===== src/rtl/conv_window_controller_if.sv =====
// Handshake and status bundle between the pixel source / MAC side and the
// convolution window sequencer.
interface conv_window_controller_if #(
  parameter int IMG_WIDTH  = 8,
  parameter int IMG_HEIGHT = 8,
  parameter int CW         = $clog2(IMG_WIDTH),
  parameter int RW         = $clog2(IMG_HEIGHT)
);
  logic          start;
  logic          in_valid;
  logic          in_ready;
  logic          shift_en;
  logic          three_shift;
  logic          window_valid;
  logic          out_ready;
  logic [CW-1:0] win_col;
  logic [RW-1:0] win_row;
  logic          busy;
  logic          done;

  modport master (
    output start, in_valid, out_ready,
    input  in_ready, shift_en, three_shift, window_valid, win_col, win_row, busy, done
  );

  modport slave (
    input  start, in_valid, out_ready,
    output in_ready, shift_en, three_shift, window_valid, win_col, win_row, busy, done
  );
endinterface


===== src/rtl/conv_window_controller.sv =====
// Sequencer for the convolver's 3-tap window shift register: walks one frame in
// row-major order, drives shift controls and presents complete K x K windows.
module conv_window_controller #(
  parameter int IMG_WIDTH  = 8,
  parameter int IMG_HEIGHT = 8,
  parameter int KERNEL     = 3,
  parameter int CW         = $clog2(IMG_WIDTH),
  parameter int RW         = $clog2(IMG_HEIGHT)
) (
  input logic                    clock,
  input logic                    reset,
  conv_window_controller_if.slave bus
);

  localparam logic [1:0] S_IDLE   = 2'd0;
  localparam logic [1:0] S_STREAM = 2'd1;
  localparam logic [1:0] S_DRAIN  = 2'd2;
  localparam logic [1:0] S_DONE   = 2'd3;

  localparam logic [CW-1:0] COL_LAST = CW'(IMG_WIDTH - 1);
  localparam logic [RW-1:0] ROW_LAST = RW'(IMG_HEIGHT - 1);
  localparam logic [CW-1:0] COL_MIN  = CW'(KERNEL - 1);
  localparam logic [RW-1:0] ROW_MIN  = RW'(KERNEL - 1);

  logic [1:0]    state_q, state_d;
  logic [CW-1:0] col_q, col_d, win_col_q, win_col_d;
  logic [RW-1:0] row_q, row_d, win_row_q, win_row_d;
  logic          win_valid_q, win_valid_d;
  logic          done_q, done_d;
  logic          in_ready_s, accept_s, last_px_s, win_set_s;

  // Handshake qualification for the current pixel
  always_comb begin
    in_ready_s = (state_q == S_STREAM) & (~win_valid_q | bus.out_ready);
    accept_s   = bus.in_valid & in_ready_s;
    last_px_s  = (row_q == ROW_LAST) & (col_q == COL_LAST);
    win_set_s  = accept_s & (row_q >= ROW_MIN) & (col_q >= COL_MIN);
  end

  // Frame state machine and position counters
  always_comb begin
    state_d = state_q;
    col_d   = col_q;
    row_d   = row_q;
    done_d  = 1'b0;
    case (state_q)
      S_IDLE: begin
        if (bus.start) begin
          col_d   = '0;
          row_d   = '0;
          state_d = S_STREAM;
        end else begin
          state_d = S_IDLE;
        end
      end
      S_STREAM: begin
        if (accept_s) begin
          if (col_q == COL_LAST) begin
            col_d = '0;
            // Row saturates at the last row; the next start clears it anyway
            if (row_q != ROW_LAST) begin
              row_d = row_q + RW'(1);
            end else begin
              row_d = row_q;
            end
          end else begin
            col_d = col_q + CW'(1);
          end
          if (last_px_s) begin
            state_d = S_DRAIN;
          end else begin
            state_d = S_STREAM;
          end
        end else begin
          state_d = S_STREAM;
        end
      end
      S_DRAIN: begin
        if (~win_valid_q | bus.out_ready) begin
          state_d = S_DONE;
          done_d  = 1'b1;
        end else begin
          state_d = S_DRAIN;
        end
      end
      S_DONE: begin
        state_d = S_IDLE;
      end
      default: begin
        state_d = S_IDLE;
      end
    endcase
  end

  // Window flag: a new qualifying pixel wins over a same-cycle consume
  always_comb begin
    if (win_set_s) begin
      win_valid_d = 1'b1;
      win_col_d   = col_q;
      win_row_d   = row_q;
    end else if (win_valid_q & bus.out_ready) begin
      win_valid_d = 1'b0;
      win_col_d   = win_col_q;
      win_row_d   = win_row_q;
    end else begin
      win_valid_d = win_valid_q;
      win_col_d   = win_col_q;
      win_row_d   = win_row_q;
    end
  end

  // State registers
  always_ff @(posedge clock) begin
    if (reset) begin
      state_q     <= S_IDLE;
      col_q       <= '0;
      row_q       <= '0;
      win_valid_q <= 1'b0;
      win_col_q   <= '0;
      win_row_q   <= '0;
      done_q      <= 1'b0;
    end else begin
      state_q     <= state_d;
      col_q       <= col_d;
      row_q       <= row_d;
      win_valid_q <= win_valid_d;
      win_col_q   <= win_col_d;
      win_row_q   <= win_row_d;
      done_q      <= done_d;
    end
  end

  assign bus.in_ready     = in_ready_s;
  assign bus.shift_en     = accept_s;
  assign bus.three_shift  = accept_s & (col_q == '0) & (row_q != '0);
  assign bus.window_valid = win_valid_q;
  assign bus.win_col      = win_col_q;
  assign bus.win_row      = win_row_q;
  assign bus.busy         = (state_q != S_IDLE);
  assign bus.done         = done_q;

endmodule


===== src/flat_wrapper.sv =====
// flat-port wrapper written by rule: the top's interface ports become plain ports
module conv_window_controller_flat 
#(
  parameter int IMG_WIDTH  = 8,
  parameter int IMG_HEIGHT = 8,
  parameter int KERNEL     = 3,
  parameter int CW         = $clog2(IMG_WIDTH),
  parameter int RW         = $clog2(IMG_HEIGHT)
)
  (clock, reset, bus_start, bus_in_valid, bus_out_ready, bus_in_ready, bus_shift_en, bus_three_shift, bus_window_valid, bus_win_col, bus_win_row, bus_busy, bus_done);
  conv_window_controller_if #(.IMG_WIDTH(IMG_WIDTH), .IMG_HEIGHT(IMG_HEIGHT), .CW(CW), .RW(RW)) bus_i ();
  input logic clock;
  input logic reset;
  input wire logic [$bits(bus_i.start)-1:0] bus_start;
  input wire logic [$bits(bus_i.in_valid)-1:0] bus_in_valid;
  input wire logic [$bits(bus_i.out_ready)-1:0] bus_out_ready;
  output wire logic [$bits(bus_i.in_ready)-1:0] bus_in_ready;
  output wire logic [$bits(bus_i.shift_en)-1:0] bus_shift_en;
  output wire logic [$bits(bus_i.three_shift)-1:0] bus_three_shift;
  output wire logic [$bits(bus_i.window_valid)-1:0] bus_window_valid;
  output wire logic [$bits(bus_i.win_col)-1:0] bus_win_col;
  output wire logic [$bits(bus_i.win_row)-1:0] bus_win_row;
  output wire logic [$bits(bus_i.busy)-1:0] bus_busy;
  output wire logic [$bits(bus_i.done)-1:0] bus_done;
  assign bus_i.start = bus_start;
  assign bus_i.in_valid = bus_in_valid;
  assign bus_i.out_ready = bus_out_ready;
  assign bus_in_ready = bus_i.in_ready;
  assign bus_shift_en = bus_i.shift_en;
  assign bus_three_shift = bus_i.three_shift;
  assign bus_window_valid = bus_i.window_valid;
  assign bus_win_col = bus_i.win_col;
  assign bus_win_row = bus_i.win_row;
  assign bus_busy = bus_i.busy;
  assign bus_done = bus_i.done;
  conv_window_controller #(.IMG_WIDTH(IMG_WIDTH), .IMG_HEIGHT(IMG_HEIGHT), .KERNEL(KERNEL), .CW(CW), .RW(RW)) u_core (.clock(clock), .reset(reset), .bus(bus_i));
endmodule

===== config.mk =====
export PLATFORM = sky130hd
export DESIGN_NAME = conv_window_controller_flat
export DESIGN_NICKNAME = d
export VERILOG_FILES = /design/src/rtl/conv_window_controller_if.sv /design/src/rtl/conv_window_controller.sv /design/src/flat_wrapper.sv
export SDC_FILE = /design/constraint.sdc
export NUM_CORES = 1
export LEC_CHECK = 0
export BUFFER_PORTS_ARGS = -buffer_cell sky130_fd_sc_hd__buf_4
export CAP_MARGIN = 10
export CORE_UTILIZATION = 40
export DETAILED_ROUTE_END_ITERATION = 8
export PLACE_DENSITY = 0.59
export SETUP_SLACK_MARGIN = 0.3
export SYNTH_ARGS = -nofsm -noshare
export SYNTH_HDL_FRONTEND = slang
export SYNTH_SLANG_ARGS = --single-unit
export TNS_END_PERCENT = 1

===== constraint.sdc =====
create_clock -name clock -period 1.8 [get_ports clock]
set_input_delay 0.18 -clock clock [delete_from_list [all_inputs] [get_ports clock]]
set_output_delay 0.18 -clock clock [all_outputs]
set_load 0.03 [all_outputs]

==> parameters.txt, run 1 <==
Parameter                              Value

Floorplanning
  Number of primary I/O pins    17
  Die Ht    48.05 um
  Chip width    48.05 um
  Std cell rows    16
  Initial core utilization    42.80%
  Floorplan die area    2309 um^2
  CORE AREA    1982 um^2

Worst setup path
  Number of cells traversed by the worst register-to-register path    4
  Critical path endpoint category    flop
  Critical Path AT    1.77 ns
  Largest delay share family, worst path    simple AND/OR/NAND/NOR gates
  List of cells traversed by the critical path    nand2b_4 > or4b_4 > or2_4 > mux2i_1
  Kind of critical path    flop to flop
  CP max stage delay    0.58 ns
  Startpoint types    flop
  R2R Setup Slk    0.21 ns
  FF-to-FF End    u_core.bus.win_row[0]
  WP data required    1.99 ns
  Max FO, Critical Path    6
  Cell with the largest stage delay on the worst path    sky130_fd_sc_hd__or4b_4
  Buffers & Inverters on Critical Path    0

Timing
  Max-slew violation total from the final report    0
  Final Worst Setup Slack    0.2121 ns
  Worst-Margin Slew    0.5047 ns
  Share of the cycle needed by the critical path after routing    88.22%
  Worst clock skew on the final layout    0.001156 ns
  Relative max-transition margin    66.09%
  Final setup fails    0
  Min Clock Period, post-route    1.588 ns
  Max frequency    629.7 MHz
  Final setup TNS    0 ns
  Final count of hold timing violations    0
  Unrepaired setup endpoints after global routing    true

Yosys
  Post-synthesis area per instance    9.751 um^2
  Most common library cells after synthesis    sky130_fd_sc_hd__dfxtp_1, sky130_fd_sc_hd__nand2b_1, sky130_fd_sc_hd__mux2i_1
  Cell type contributing the most total cell area after synthesis    sky130_fd_sc_hd__dfxtp_1
  Count of flip-flops with a built-in enable after synthesis    0
  Ys flop type    sky130_fd_sc_hd__dfxtp_1
  Cells after synthesis    87
  Most frequently used cell type in the post-synthesis netlist    sky130_fd_sc_hd__dfxtp_1
  Top cells by area, synth    sky130_fd_sc_hd__dfxtp_1, sky130_fd_sc_hd__ha_1, sky130_fd_sc_hd__mux2i_1
  Syn nets    100
  Number of distinct standard cells referenced by the synthesized netlist    28
  Count of warnings emitted by yosys    0
  Share of the synthesized area in the top cell type    37.76%
  Synth Cell Area    848.3 um^2
  Sequential fraction of the synthesis area    37.76%
  Asr flop ratio synth    0%
  Yosys reg bits    16

Detailed routing
  First-pass iteration count of the detailed router    4
  Drt total wl    1686 um
  DRC    0
  First-iteration detailed-routing DRC count    10
  Number of vias in the routed layout    671
  Antenna violation net count after detailed routing    0
  Post-DR wirelength/cell    12.22 um
  Average via count per standard cell    4.862

Placed design
  Post-Place Worst Slack    0.1897 ns
  Placer's final routability congestion estimate    0.7660
  Post-detailed-placement half-perimeter wirelength    1164 um
  I/O Buffers    16

Clock tree
  TritonCTS clock tree    done
  Number of buffers inserted by hold repair at cts    0
  Skew-Pair Late Insertion Delay    0.28 ns
  Cts bufs inserted    3
  Clock slew at the register clock pins of the worst setup and hold paths    0.09 ns
  Maximum level of the CTS H-tree    1
  Clock sink count    16
  Max Root-Sink Buffers    2
  Clock root buffer    sky130_fd_sc_hd__clkbuf_4

Power and ir drop
  Leakage Power    0.4867 nW
  Total power    0.7243 mW
  Cell area power density    638.9 nW/um^2
  Max rail drop VDD    432.7 uV

Min path
  Min-delay worst type    primary input to flop
  Source of the worst hold timing path    reset
  Endpoint of the worst hold-timing path    u_core.bus.window_valid
  Hold path cells    2

Final layout
  Antenna Diode Count    0
  Count of nets after finishing    125
  Growth of design area from synthesis to finish    33.63%
  Fraction of layout instances using a drive strength above 1    38.74%
  Sequential Area    336.6 um^2
  Area of the multi-input gates    535.5 um^2
  Fillers    183

Global routing
  Residual overflow from global routing    0
  Tot GR Track Use    16.73%
  Global-route wire length before repair    2559 um
  Initial antenna violation count    0
  Via count of the first global-routing pass    593
  Maximum number of pins on one net before global-route repair    19

Run
  Maxcap violations    0

Run status
  Run status    completed
-- cell families after synthesis --
family / after synthesis / share of synthesized area, %
adders and majority gates: 8 / 11.80
muxes: 10 / 11.80
AOI/OAI and AO/OA: 8 / 6.934
and+or+nand+nor: 37 / 28.17
DFF: 16 / 37.76
buffers and inverters: 8 / 3.540
-- sequential cells by signal, summed over array words and instances, names as in the netlist, named ones only --
signal and flops:
u_core.bus.win_col 3, u_core.bus.win_row 3, u_core.col_q 3, u_core.row_q 3
u_core.bus.done 1, u_core.bus.window_valid 1, u_core.state_q 1
-- repair_timing --
action                                 in CTS  in global routing
setup buffers                               5                  1
gates resized for setup                     2                  6
endpoints found under the hold margin       0                  0
setup endpoints to repair                  11                 13
pin swaps                                   3                  3
-- final cells by class --
class | count | area share [%]
Clock buffer | 4 | 3.201
Inverter | 6 | 1.987
Multi-Input combinational cell | 63 | 47.24
Sequential cell | 16 | 29.69
Tap cell | 27 | 2.980
Timing Repair Buffer | 22 | 14.90
-- how the worst max path moves through the flow --
| stage | to | cells past startpoint |
|---|---|---|
| 2_1_floorplan | u_core.bus.win_row[0] | 4 |
| 3_3_place_gp | u_core.bus.win_row[0] | 6 |
| 3_5_place_dp | u_core.bus.win_row[0] | 6 |
| 4_1_cts | u_core.bus.win_row[0] | 6 |
| 5_1_grt | bus_three_shift | 4 |
| 6_report | u_core.bus.win_row[0] | 4 |
-- metal layers --
layer  part of all wire (%)  wire (um)  global-route usage, %
met1                     50        838                  21.72
met4                   0.71         12                  8.889
met5                      0          0                      0
met3                    3.9         66                  4.528
met2                     46        770                  25.14
-- per-stage QoR --
step	cell area (um^2)	utilization [%]	hold WS, ns	std cells
final	1134	57.20	0.1514	138
after global routing	1134	57.20	0.1503	138
after CTS	1111	56.06	0.1560	137
after detailed placement	1025	51.70	0.4639	128
after global placement	1025	51.70	0.4586	128
after floorplan	878.3	-	0.3734	87
-- layout by cell type (no fill, tap or decap), types with 2 or more instances in the layout --
| master | n |
|---|---|
| sky130_fd_sc_hd__buf_4 | 21 |
| sky130_fd_sc_hd__inv_1 | 5 |
| sky130_fd_sc_hd__dfxtp_2 | 4 |
| sky130_fd_sc_hd__nand2b_1 | 14 |
| sky130_fd_sc_hd__ha_1 | 7 |
| sky130_fd_sc_hd__clkbuf_4 | 3 |
| sky130_fd_sc_hd__mux2i_1 | 10 |
| sky130_fd_sc_hd__nor3_1 | 2 |
| sky130_fd_sc_hd__o32ai_1 | 2 |
| sky130_fd_sc_hd__dfxtp_1 | 9 |
| sky130_fd_sc_hd__nor2_1 | 4 |
| sky130_fd_sc_hd__dfxtp_4 | 3 |
| sky130_fd_sc_hd__nand2_1 | 4 |
-- power breakdown --
group          switching [mW]  leakage, nW  internal [mW]
Sequential            0.00996        0.133          0.358
Clock                   0.115       0.0210          0.123
Combinational          0.0628        0.332         0.0554
Total                   0.188        0.487          0.537
Power figures use the tool's default switching activity.
==> run 2: changes to the inputs <==
==> constraint.sdc (replaced) <==
create_clock -name clock -period 1.8 [get_ports clock]
set_input_delay 0.36 -clock clock [delete_from_list [all_inputs] [get_ports clock]]
set_output_delay 0.36 -clock clock [all_outputs]
set_load 0.03 [all_outputs]
==> run 2 against run 1 <==
Sequential power about the same. Combinational power about the same. Sequential share of layout area increased by 0.31 points. Hold slack improved by 0.18 ns. Die area unchanged. Power decreased by 0.13%. Non-clock buffer count unchanged. Register-to-register slack got worse by 0.10 ns. Fmax decreased by 6.8%. Final cell count unchanged. Design area decreased by 1.8%. Clock-buffer cell count unchanged. Critical endpoint is now bus_three_shift. Largest cell class unchanged. Highest routed layer unchanged.
==> parameters.txt, run 2 (synthesis results as in run 1) <==
Parameter                              Value

Floorplanning
  Chip width    48.05 um
  Die Ht    48.05 um
  CORE AREA    1982 um^2
  Number of primary I/O pins    17
  Floorplan die area    2309 um^2
  Initial core utilization    42.80%
  Std cell rows    16

Detailed routing
  Average via count per standard cell    4.826
  Drt total wl    1631 um
  Post-DR wirelength/cell    11.82 um
  Antenna violation net count after detailed routing    0
  Number of vias in the routed layout    666
  DRC    0
  First-pass iteration count of the detailed router    4
  First-iteration detailed-routing DRC count    5

Timing
  Final count of hold timing violations    0
  Worst hold-check slack    0.3361 ns
  Final setup fails    0
  Max frequency    586.9 MHz
  Unrepaired setup endpoints after global routing    true
  Worst clock skew on the final layout    0.009485 ns
  Final setup TNS    0 ns
  Min Clock Period, post-route    1.704 ns
  Final Worst Setup Slack    0.09614 ns
  Relative max-transition margin    70.78%
  Share of the cycle needed by the critical path after routing    94.66%
  Worst-Margin Slew    0.4367 ns
  Max-slew violation total from the final report    0

Clock tree
  Number of buffers inserted by hold repair at cts    0
  Clock slew at the register clock pins of the worst setup and hold paths    0.10 ns
  Maximum level of the CTS H-tree    1
  TritonCTS clock tree    done
  Clock root buffer    sky130_fd_sc_hd__clkbuf_4
  Cts bufs inserted    3
  Skew-Pair Late Insertion Delay    0.28 ns
  Clock sink count    16
  Max Root-Sink Buffers    2

Final layout
  Leading cell types in the layout, fill and taps excluded    sky130_fd_sc_hd__buf_4, sky130_fd_sc_hd__nand2b_1, sky130_fd_sc_hd__dfxtp_1, sky130_fd_sc_hd__mux2i_1, sky130_fd_sc_hd__ha_1
  Fillers    197
  Final design area excluding fillers    1114 um^2
  Most common cell after layout, fill and taps aside    sky130_fd_sc_hd__buf_4
  Fraction of layout instances using a drive strength above 1    34.23%
  Antenna Diode Count    0
  Growth of design area from synthesis to finish    31.27%
  Count of nets after finishing    125

Worst setup path
  FF-to-FF End    u_core.bus.win_row[0]
  Cell with the largest stage delay on the worst path    sky130_fd_sc_hd__dfxtp_4
  Origin of the critical flop-to-flop path    u_core.bus.window_valid
  Crit path launch    u_core.bus.window_valid
  CP max stage delay    0.35 ns
  Startpoint types    flop
  Largest delay share family, worst path    simple AND/OR/NAND/NOR gates
  Critical path endpoint category    primary output
  Number of cells traversed by the worst register-to-register path    5
  Buffers & Inverters on Critical Path    1
  R2R Setup Slk    0.11 ns
  Critical Path AT    1.34 ns
  WP data required    1.44 ns
  Kind of critical path    flop to primary output
  Max FO, Critical Path    2
  List of cells traversed by the critical path    nor2b_4 > nor3b_4 > and4b_2 > buf_6

Min path
  Min-delay worst type    primary input to flop
  Endpoint of the worst hold-timing path    u_core.bus.window_valid
  Source of the worst hold timing path    reset
  Hold path cells    2

Global routing
  Residual overflow from global routing    0
  Tot GR Track Use    15.88%
  Via count of the first global-routing pass    601
  Maximum number of pins on one net before global-route repair    19
  Global-route wire length before repair    2539 um
  Initial antenna violation count    0

Placed design
  Post-detailed-placement half-perimeter wirelength    1131 um
  I/O Buffers    16
  Post-Place Worst Slack    0.1752 ns
  Placer's final routability congestion estimate    0.7367
  Placed instance area    1021 um^2

Power and ir drop
  Max rail drop VDD    385.7 uV
  Cell area power density    649.5 nW/um^2
  Leakage Power    0.4845 nW

Run status
  Run status    completed

Run
  Maxcap violations    0
-- run 2: layout make-up --
cell class	count	area (um^2)	share of cell area, %
multi-input cells	63	518.0	46.52
repair buffers	22	168.9	15.17
well taps	27	33.78	3.034
clock buffers	4	36.28	3.258
inverters	6	22.52	2.022
flip-flops and latches	16	334.1	30.00
-- run 2: repair_timing --
item                                    in CTS  in global routing
pin swaps                                    2                  1
resized for setup                            5                  0
endpoints found under the setup margin      12                 15
buffers inserted                             6                  0
endpoints found under the hold margin        0                  0
gates cloned                                 0                  0
-- run 2: metrics by stage --
step | power, mW | cells | utilization (%)
2_1_floorplan | 0.4529 | 87 | -
3_3_place_gp | 0.4861 | 128 | 51.52
3_5_place_dp | 0.4863 | 128 | 51.52
4_1_cts | 0.7370 | 138 | 56.19
5_1_grt | 0.7571 | 138 | 56.19
6_report | 0.7233 | 138 | 56.19
-- run 2: worst register-to-register path, stage by stage (launching register included) --
cell	delay (ns)
sky130_fd_sc_hd__dfxtp_4	0.35
sky130_fd_sc_hd__nor2b_4	0.13
sky130_fd_sc_hd__buf_4	0.14
sky130_fd_sc_hd__or4b_4	0.58
sky130_fd_sc_hd__or2_1	0.26
sky130_fd_sc_hd__mux2i_1	0.12
-- run 2: power by group --
group	total, mW	leakage (nW)	switching, mW	internal (mW)
logic	0.117	0.331	0.0610	0.0556
registers	0.369	0.132	0.00986	0.359
clock network	0.238	0.0210	0.115	0.123
total	0.723	0.484	0.186	0.537
-- run 2: per-layer routing --
layer	track usage, %	vias to the layer above	part of all wire (%)
met1	20.36	300	51
met5	0	-	0
met3	2.264	2	3.4
li1	-	350	-
met4	8.333	0	0.86
met2	25.68	14	44
-- run 2: worst max path at each step --
stage / end / depth (start not counted) / slack (ns)
after floorplan: bus_three_shift / 3 / 0.14
after global placement: u_core.bus.win_row[0] / 5 / 0.21
after detailed placement: u_core.bus.win_row[0] / 6 / 0.18
after CTS: bus_three_shift / 4 / 0.08
after global routing: bus_three_shift / 4 / 0.03
final: bus_three_shift / 4 / 0.1
